===== src/rtl/cpu_sequencer_pkg.sv =====
// miniRISC_pkg: sequencer state codes and memory-op encodings shared across the core.
package miniRISC_pkg;
  typedef enum logic [2:0] {
    S_IDLE   = 3'd0,
    S_FETCH  = 3'd1,
    S_DECODE = 3'd2,
    S_EXEC   = 3'd3,
    S_MEM    = 3'd4,
    S_WB     = 3'd5,
    S_HALT   = 3'd6,
    S_FAULT  = 3'd7
  } state_e;
  localparam logic [1:0] MOP_NONE  = 2'b00;
  localparam logic [1:0] MOP_LOAD  = 2'b01;
  localparam logic [1:0] MOP_STORE = 2'b10;
endpackage


===== src/rtl/cpu_sequencer_if.sv =====
// cpu_sequencer_if: decoder qualifiers, memory handshake and datapath enables of the sequencer.
interface cpu_sequencer_if #(parameter int CNT_W = 16);
  logic             START;
  logic             HLT;
  logic [1:0]       MEM_OP;
  logic             WB_EN;
  logic             MEM_RDY;
  logic             MEM_REQ;
  logic             MEM_WE;
  logic             IR_LD;
  logic             PC_EN;
  logic             RF_WE;
  logic             BUSY;
  logic             HALTED;
  logic             FAULT;
  logic [2:0]       STATE;
  logic [CNT_W-1:0] ICOUNT;
  modport master (
    input  START, HLT, MEM_OP, WB_EN, MEM_RDY,
    output MEM_REQ, MEM_WE, IR_LD, PC_EN, RF_WE, BUSY, HALTED, FAULT, STATE, ICOUNT
  );
  modport slave (
    output START, HLT, MEM_OP, WB_EN, MEM_RDY,
    input  MEM_REQ, MEM_WE, IR_LD, PC_EN, RF_WE, BUSY, HALTED, FAULT, STATE, ICOUNT
  );
endinterface


===== src/rtl/cpu_sequencer_mem_wait_timer.sv =====
// mem_wait_timer: saturating count of MEM_RDY-low cycles; expired flags the TIMEOUT-th low cycle.
module mem_wait_timer #(
  parameter int TIMEOUT = 15
) (
  input  logic clk_i,
  input  logic rst_n_i,
  input  logic clear_i,
  input  logic count_i,
  output logic expired_o
);
  localparam logic [7:0] LAST = 8'(TIMEOUT - 1);
  logic [7:0] cnt_q, cnt_d;
  always_comb cnt_d = clear_i ? 8'd0 : (count_i && cnt_q != 8'hFF) ? cnt_q + 8'd1 : cnt_q;
  always_ff @(posedge clk_i or negedge rst_n_i)
    if (!rst_n_i) cnt_q <= 8'd0;
    else          cnt_q <= cnt_d;
  // cnt_q holds completed low cycles, so the current low cycle is number cnt_q+1
  assign expired_o = count_i && cnt_q == LAST;
endmodule


===== src/rtl/cpu_sequencer.sv =====
// cpu_sequencer: multi-cycle fetch/decode/exec/mem/wb sequencer with run/halt control
// and a sticky memory-timeout fault.
module cpu_sequencer
  import miniRISC_pkg::*;
#(
  parameter int CNT_W   = 16,
  parameter int TIMEOUT = 15
) (
  input  logic            CLK,
  input  logic            RSTN,
  cpu_sequencer_if.master bus
);
  state_e           state_q, state_d;
  logic [CNT_W-1:0] icount_q, icount_d;
  logic             waiting, expired;
  logic             is_mem_op;
  assign is_mem_op = bus.MEM_OP == MOP_LOAD || bus.MEM_OP == MOP_STORE;
  assign waiting   = (state_q == S_FETCH || state_q == S_MEM) && !bus.MEM_RDY;
  // any non-waiting cycle clears, which covers entry into FETCH/MEM and every ready cycle
  mem_wait_timer #(.TIMEOUT(TIMEOUT)) u_timer (
    .clk_i     (CLK),
    .rst_n_i   (RSTN),
    .clear_i   (!waiting),
    .count_i   (waiting),
    .expired_o (expired)
  );
  always_comb begin
    state_d = state_q;
    case (state_q)
      S_IDLE:   state_d = bus.START ? S_FETCH : S_IDLE;
      S_FETCH:  state_d = bus.MEM_RDY ? S_DECODE : expired ? S_FAULT : S_FETCH;
      S_DECODE: state_d = bus.HLT ? S_HALT : S_EXEC;
      S_EXEC:   state_d = is_mem_op ? S_MEM : S_WB;
      S_MEM:    state_d = bus.MEM_RDY ? S_WB : expired ? S_FAULT : S_MEM;
      S_WB:     state_d = S_FETCH;
      S_HALT:   state_d = bus.START ? S_FETCH : S_HALT;
      default:  state_d = S_FAULT;
    endcase
  end
  assign icount_d = icount_q + CNT_W'(state_q == S_WB);
  always_ff @(posedge CLK or negedge RSTN)
    if (!RSTN) begin
      state_q  <= S_IDLE;
      icount_q <= '0;
    end else begin
      state_q  <= state_d;
      icount_q <= icount_d;
    end
  assign bus.STATE   = state_q;
  assign bus.MEM_REQ = state_q == S_FETCH || state_q == S_MEM;
  assign bus.MEM_WE  = state_q == S_MEM && bus.MEM_OP == MOP_STORE;
  assign bus.BUSY    = state_q inside {S_FETCH, S_DECODE, S_EXEC, S_MEM, S_WB};
  assign bus.HALTED  = state_q == S_HALT;
  assign bus.FAULT   = state_q == S_FAULT;
  assign bus.ICOUNT  = icount_q;
  assign bus.IR_LD   = state_q == S_FETCH && bus.MEM_RDY;
  assign bus.PC_EN   = state_q == S_WB || (state_q == S_HALT && bus.START);
  assign bus.RF_WE   = state_q == S_WB && bus.WB_EN && bus.MEM_OP != MOP_STORE;
endmodule


===== src/flat_wrapper.sv =====
// flat-port wrapper written by rule: the top's interface ports become plain ports
module cpu_sequencer_flat import miniRISC_pkg::*;
#(
  parameter int CNT_W   = 16,
  parameter int TIMEOUT = 15
)
  (CLK, RSTN, bus_START, bus_HLT, bus_MEM_OP, bus_WB_EN, bus_MEM_RDY, bus_MEM_REQ, bus_MEM_WE, bus_IR_LD, bus_PC_EN, bus_RF_WE, bus_BUSY, bus_HALTED, bus_FAULT, bus_STATE, bus_ICOUNT);
  cpu_sequencer_if #(.CNT_W(CNT_W)) bus_i ();
  input  logic CLK;
  input  logic RSTN;
  input wire logic [$bits(bus_i.START)-1:0] bus_START;
  input wire logic [$bits(bus_i.HLT)-1:0] bus_HLT;
  input wire logic [$bits(bus_i.MEM_OP)-1:0] bus_MEM_OP;
  input wire logic [$bits(bus_i.WB_EN)-1:0] bus_WB_EN;
  input wire logic [$bits(bus_i.MEM_RDY)-1:0] bus_MEM_RDY;
  output wire logic [$bits(bus_i.MEM_REQ)-1:0] bus_MEM_REQ;
  output wire logic [$bits(bus_i.MEM_WE)-1:0] bus_MEM_WE;
  output wire logic [$bits(bus_i.IR_LD)-1:0] bus_IR_LD;
  output wire logic [$bits(bus_i.PC_EN)-1:0] bus_PC_EN;
  output wire logic [$bits(bus_i.RF_WE)-1:0] bus_RF_WE;
  output wire logic [$bits(bus_i.BUSY)-1:0] bus_BUSY;
  output wire logic [$bits(bus_i.HALTED)-1:0] bus_HALTED;
  output wire logic [$bits(bus_i.FAULT)-1:0] bus_FAULT;
  output wire logic [$bits(bus_i.STATE)-1:0] bus_STATE;
  output wire logic [$bits(bus_i.ICOUNT)-1:0] bus_ICOUNT;
  assign bus_i.START = bus_START;
  assign bus_i.HLT = bus_HLT;
  assign bus_i.MEM_OP = bus_MEM_OP;
  assign bus_i.WB_EN = bus_WB_EN;
  assign bus_i.MEM_RDY = bus_MEM_RDY;
  assign bus_MEM_REQ = bus_i.MEM_REQ;
  assign bus_MEM_WE = bus_i.MEM_WE;
  assign bus_IR_LD = bus_i.IR_LD;
  assign bus_PC_EN = bus_i.PC_EN;
  assign bus_RF_WE = bus_i.RF_WE;
  assign bus_BUSY = bus_i.BUSY;
  assign bus_HALTED = bus_i.HALTED;
  assign bus_FAULT = bus_i.FAULT;
  assign bus_STATE = bus_i.STATE;
  assign bus_ICOUNT = bus_i.ICOUNT;
  cpu_sequencer #(.CNT_W(CNT_W), .TIMEOUT(TIMEOUT)) u_core (.CLK(CLK), .RSTN(RSTN), .bus(bus_i));
endmodule

===== config.mk =====
export PLATFORM = sky130hd
export DESIGN_NAME = cpu_sequencer_flat
export DESIGN_NICKNAME = d
export VERILOG_FILES = /design/src/rtl/cpu_sequencer_pkg.sv /design/src/rtl/cpu_sequencer_if.sv /design/src/rtl/cpu_sequencer_mem_wait_timer.sv /design/src/rtl/cpu_sequencer.sv /design/src/flat_wrapper.sv
export SDC_FILE = /design/constraint.sdc
export NUM_CORES = 1
export LEC_CHECK = 0
export ABC_AREA = 1
export BUFFER_PORTS_ARGS = -buffer_cell sky130_fd_sc_hd__buf_2
export CAP_MARGIN = 20
export CELL_PAD_IN_SITES_DETAIL_PLACEMENT = 1
export CELL_PAD_IN_SITES_GLOBAL_PLACEMENT = 1
export CORE_MARGIN = 4
export CORE_UTILIZATION = 38
export CTS_CLUSTER_SIZE = 16
export DETAILED_ROUTE_END_ITERATION = 10
export PLACE_DENSITY = 0.77
export SLEW_MARGIN = 5
export SYNTH_ARGS = -nofsm -noshare
export SYNTH_HDL_FRONTEND = slang
export SYNTH_SLANG_ARGS = --single-unit

===== constraint.sdc =====
create_clock -name CLK -period 2 [get_ports CLK]
set_input_delay 0.1 -clock CLK [delete_from_list [all_inputs] [get_ports CLK]]
set_output_delay 0.1 -clock CLK [all_outputs]
set_load 0.05 [all_outputs]

=== After elaboration in Yosys (flattened, before gate mapping) ===
Index checks and enable logic that the tools add are counted.

* Output and inout port bits: 27
* Memories kept: 0
* Register bits after elaboration: 27
* ROM bits: 0
* Memory bits (writable): 0
* Bits in latches: 0
* Input port bits: 8

* Add/subtract/negate cells: 2
* $mul: 0
* Divide/modulo/power cells: 0
* Muxes and demuxes: 11
* Magnitude comparators: 0
* Shift-type cells: 0
* Bitwise logic cells: 0
* Reduce and logical (&&, ||, !) cells: 14
* Equal/unequal tests: 13

{| class="wikitable"
|+ Operators with widths
! kind !! count
|-
| $pmux 3 s7 || 1
|-
| $add 16x1->16 || 1
|-
| $mux 8 || 2
|-
| $mux 3 || 5
|-
| $eq 3x3->1 const B || 4
|-
| $add 8x1->8 const B || 1
|-
| $eq 8x4->1 const B || 1
|-
| $logic_and 1x1->1 || 8
|-
| $ne 8x8->1 const B || 1
|-
| $eq 3x2->1 const B || 2
|-
| $reduce_bool 5->1 || 1
|-
| $eq 3x1->1 const B || 1
|-
| $logic_not 3->1 || 1
|-
| $logic_or 1x1->1 || 3
|-
| $eq 2x1->1 const B || 1
|-
| $eq 2x2->1 const B || 1
|-
| $mux 1 || 2
|-
| $mux 2 || 1
|-
| $ne 2x1->1 const B || 1
|-
| $ne 2x2->1 const B || 1
|-
| $logic_not 1->1 || 1
|}

=== Longest topological paths before layout ===
* Depth after elaboration: 7
* Depth in mapped cells: 11
* Depth with buffers taken out: 11

=== Hierarchy ===
A second synthesis with hierarchy kept.

* Cells, all modules: 222
* Area, all modules: 1671.6 um^2

{| class="wikitable"
|+ By module, submodules not included
! module !! area each (um^2) !! sequential area each (um^2) !! times used !! cells each
|-
| cpu_sequencer || 1152.4 || 475.5 || 1 || 151
|-
| mem_wait_timer || 519.2 || 200.2 || 1 || 71
|}

=== Least setup slack after synthesis ===
OpenSTA, ideal clock, no wires.

* Path type: register to register
* Start: register u_core.state_q[0], in the netlist u_core.bus.STATE[0]
* End: register u_core.icount_q[14], in the netlist u_core.bus.ICOUNT[14]
* Setup slack: -0.195 ns
* Arrival: 2.075 ns
* Cell stages (with the launch flop): 12
* Buffers on the path: 0
* Data required time: 1.881 ns
* Setup time: 0.119 ns
* Clock period less this slack: 2.195 ns
* Cell sequence: dfrtp_1 -> inv_2 -> nor2_4 -> nand2_1 -> inv_1 -> ha_1 -> ha_1 -> nand3_1 -> nor2_1 -> nand3_1 -> nand2_1 -> nand2_1

* Cells in the longest elaborated chain, start to end: 2

{| class="wikitable"
|+ RTL lines
! what !! line !! source
|-
| start: declaration || cpu_sequencer.sv:13 || <nowiki>state_e state_q, state_d;</nowiki>
|-
| start signal: assignment || cpu_sequencer.sv:46 || <nowiki>state_q <= state_d;</nowiki>
|-
| $eq 3x3->1 || cpu_sequencer.sv:40 || <nowiki>assign icount_d = icount_q + CNT_W'(state_q == S_WB);</nowiki>
|-
| $add 16x1->16 || cpu_sequencer.sv:40 ||
|-
| net u_core.icount_d[14] || cpu_sequencer.sv:14 || <nowiki>logic [CNT_W-1:0] icount_q, icount_d;</nowiki>
|-
| end signal: assignment || cpu_sequencer.sv:47 || <nowiki>icount_q <= icount_d;</nowiki>
|-
| end: declaration || cpu_sequencer.sv:14 ||
|}

The timed path passes the listed nets, and every way through them passes these cells.
A chain may end at the register's enable or synchronous reset.

=== Worst setup path after layout ===
* Start: register u_core.state_q[1], in the netlist u_core.bus.STATE[1]
* End: register u_core.icount_q[14], in the netlist u_core.bus.ICOUNT[14]

The elaborated chain is that of the path after synthesis.

==> reports/summary.txt <==
Status -> finished clean
Row count -> 23
Setup TNS -> 0 ns
Fin. max-slew vios -> 0
Synth Area in Adders -> 0.0402
Family with the most delay on the worst path -> simple AND/OR/NAND/NOR gates
WHS -> 0.0977 ns
XOR/XNOR Fraction of Synth Area -> 0.0618
Initial antenna violation count -> 0
CP Buf/Inv Count -> 1
WS Path Type -> flip-flop to flip-flop
Sequential fraction of the synthesis area -> 0.434
P_leak -> 1.00 nW
Gr ovfl total -> 0
Number of global-route vias before repair -> 1,482
VDD IR max -> 0.00106 V
Finished Layout Cells -> 291
H-tree depth -> 1
Unrepaired setup endpoints after global routing -> false
Nets -> 255
Detail Route Antenna Nets -> 0
Routed wire length -> 3780 um
Post-route clock period utilization -> 0.887
Placed insts -> 286
Initial DRC Count -> 44
Post-DP HPWL -> 2970 um
Main combinational cell family by area after synthesis -> simple AND/OR/NAND/NOR gates
Worst-Margin Slew -> 0.643 ns
Final core occ -> 0.471
First-pass GRT wire length -> 6840 um
GRT Overall Usage -> 0.165
Worst Path Required -> 2.19 ns
Slowest stage delay, CP -> 0.48 ns
Initial core utilization -> 0.392
CP max stage cell -> dfrtp_2
Net Count, Synth -> 214
Post-synthesis mux area share -> 0
CTS Buf Count -> 3
Final min period -> 1.77 ns
Final setup fails -> 0
Syn avg cell area -> 7.75 sq um
Fmax -> 563 MHz
Critical Path, Cell by Cell -> nor2_4 -> nand2_1 -> inv_1 -> ha_1 -> ha_1 -> nand3_2 -> nor2_4 -> nand3_1 -> nand2_1 -> nand2_1
Remaining DRCs -> 0
Num Clock Sinks -> 27
Core area -> 3970 sq um
Root Driver -> clkbuf_8
Avg Vias per Cell -> 4.87
Synth Area in Compound Gates -> 0.0474
N_diodes -> 0
Routability cong. -> 0.764
Worst-path clk slew -> 0.10 ns
P&R area growth vs syn -> 20.0%
Routed vias -> 1,416
Worst clock skew -> 0.00582 ns
Startpoint class of the critical path -> flip-flop
Synth Cell Area -> 1560 sq um
FF/Latch Area -> 678 sq um
Post-Synthesis Cells -> 201
Rel. slew slack -> 0.571
Die height -> 72.0 um
I/O pins -> 35
Largest net degree at the start of global routing -> 28
Netlist cell types -> 23
Crit path DAT -> 1.96 ns
Fill cells -> 508
Worst-path fanout max -> 8
CTS tree -> yes
Die ar. -> 5190 sq um
Hold Vio Cnt, Final -> 0
Seq cells post-synth -> 27
Worst-case clock buffer depth -> 2
Layout cells sized above 1 -> 0.245
HP Class -> input port to flip-flop
Multi-input logic area -> 786 sq um
YS warnings -> 0
Synth Area in Simple Gates -> 0.347
Max-cap check violation count -> 0
Most used cell, CP -> nand2_1
Crit end category -> flip-flop
P per Cell Area -> 1110 nW/um^2
Die width -> 72.0 um
Pre-Repair DR Iteration Count -> 4
Clock latency at the later pin of the worst-skew pair -> 0.28 ns
I/O Buffers -> 34
Routed len/inst -> 13.0 um
[sequential cells by signal, indices dropped and copies added (netlist names)]
name,count
u_core.bus.ICOUNT,16
u_core.u_timer.cnt_q,8
u_core.bus.STATE,3
[per-layer routing]
metal | part of all wire | up-vias | wire length, um | global-route usage
met1 | 0.45 | 670 | 1700 | 0.206
met4 | 0.020 | 0 | 76 | 0.0585
met2 | 0.49 | 25 | 1850 | 0.288
li1 | - | 714 | - | -
met5 | 0 | - | 0 | 0
met3 | 0.041 | 7 | 154 | 0.0291
[through the flow]
| stage | power (mW) | instance area (sq um) | setup slack [ns] |
|---|---|---|---|
| after detailed placement | 1.77 | 1800 | 0.150 |
| after global routing | 2.22 | 1870 | 0.0386 |
| after global placement | 1.76 | 1800 | 0.248 |
| after floorplan | 1.51 | 1560 | 0.0204 |
| after CTS | 2.10 | 1860 | 0.132 |
| final | 2.07 | 1870 | 0.225 |
[area by class of cell]
class	instances	share of cell area
Inverter	29	0.0582
Clock inverter	1	0.00268
Clock buffer	3	0.0221
Sequential cell	27	0.363
Timing Repair Buffer	36	0.100
Tap cell	50	0.0335
Multi-Input combinational cell	145	0.420
[placed cells by master, fill, tap and decap left out, drive strengths merged]
cell and instances:
nand3 24, o21bai 1, dfrtp 27, o211ai 1, buf 35, nor2 29
clkbuf 3, clkinv 1, inv 29, nand2 55, xor2 6, nor3 4
ha 5, nand4 4, xnor2 5, o21ai 6, a21oi 5, dlygate4sd3 1
[logic make-up (layout without fill, tap and decap cells)]
family,after synthesis,count (layout)
AND/OR/NAND/NOR,116,116
AO/OA/AOI/OAI,13,13
flip-flops,27,27
buffers and inverters,29,69
XOR/XNOR,11,11
adder cells (fa/ha/maj),5,5
[worst reg2reg max path: stages, from the launching register on]
cell and delay (ns):
dfrtp_2 0.48, nor2_4 0.14, nand2_1 0.10, inv_1 0.07, ha_1 0.15, ha_1 0.24
nand3_2 0.15, nor2_4 0.14, nand3_1 0.08, nand2_1 0.08, nand2_1 0.04
[Yosys cell counts, drive strengths merged]
library cell  instances  area [sq um]
xnor2                 5          43.8
o211ai                1          7.51
o21ai                 6          33.8
nor2                 29           129
dfrtp                27           676
nand3                24           138
xor2                  6          52.6
nor3                  4          20.0
nand4                 4          25.0
inv                  29           109
nand2                55           229
ha                    5          62.6
a21oi                 5          25.0
o21bai                1          7.51
[power breakdown]
group	internal, mW	switching, mW	total, mW
clock network	0.140	0.187	0.327
logic	0.245	0.758	1.00
registers	0.631	0.113	0.744
[timing repair]
action	in CTS	in global routing
hold buffers	1	0
resized for setup	0	2
endpoints found under the setup margin	0	1
buffers inserted	0	0
hold endpoints to repair	27	0
[path summary, 6_finish.rpt]
kind	start	to	slack (ns)	cells past startpoint
hold reg to reg	u_core.bus.ICOUNT[8]	u_core.bus.ICOUNT[8]	0.52	1
hold / removal	bus_HLT	u_core.bus.STATE[2]	0.1	3
setup / recovery	u_core.bus.STATE[1]	u_core.bus.ICOUNT[14]	0.23	10
min in group asynchronous	RSTN	u_core.bus.ICOUNT[5]	0.37	2
setup reg to reg	u_core.bus.STATE[1]	u_core.bus.ICOUNT[14]	0.23	10
max in group asynchronous	RSTN	u_core.bus.STATE[1]	1.16	2
Power figures use the tool's default switching activity.
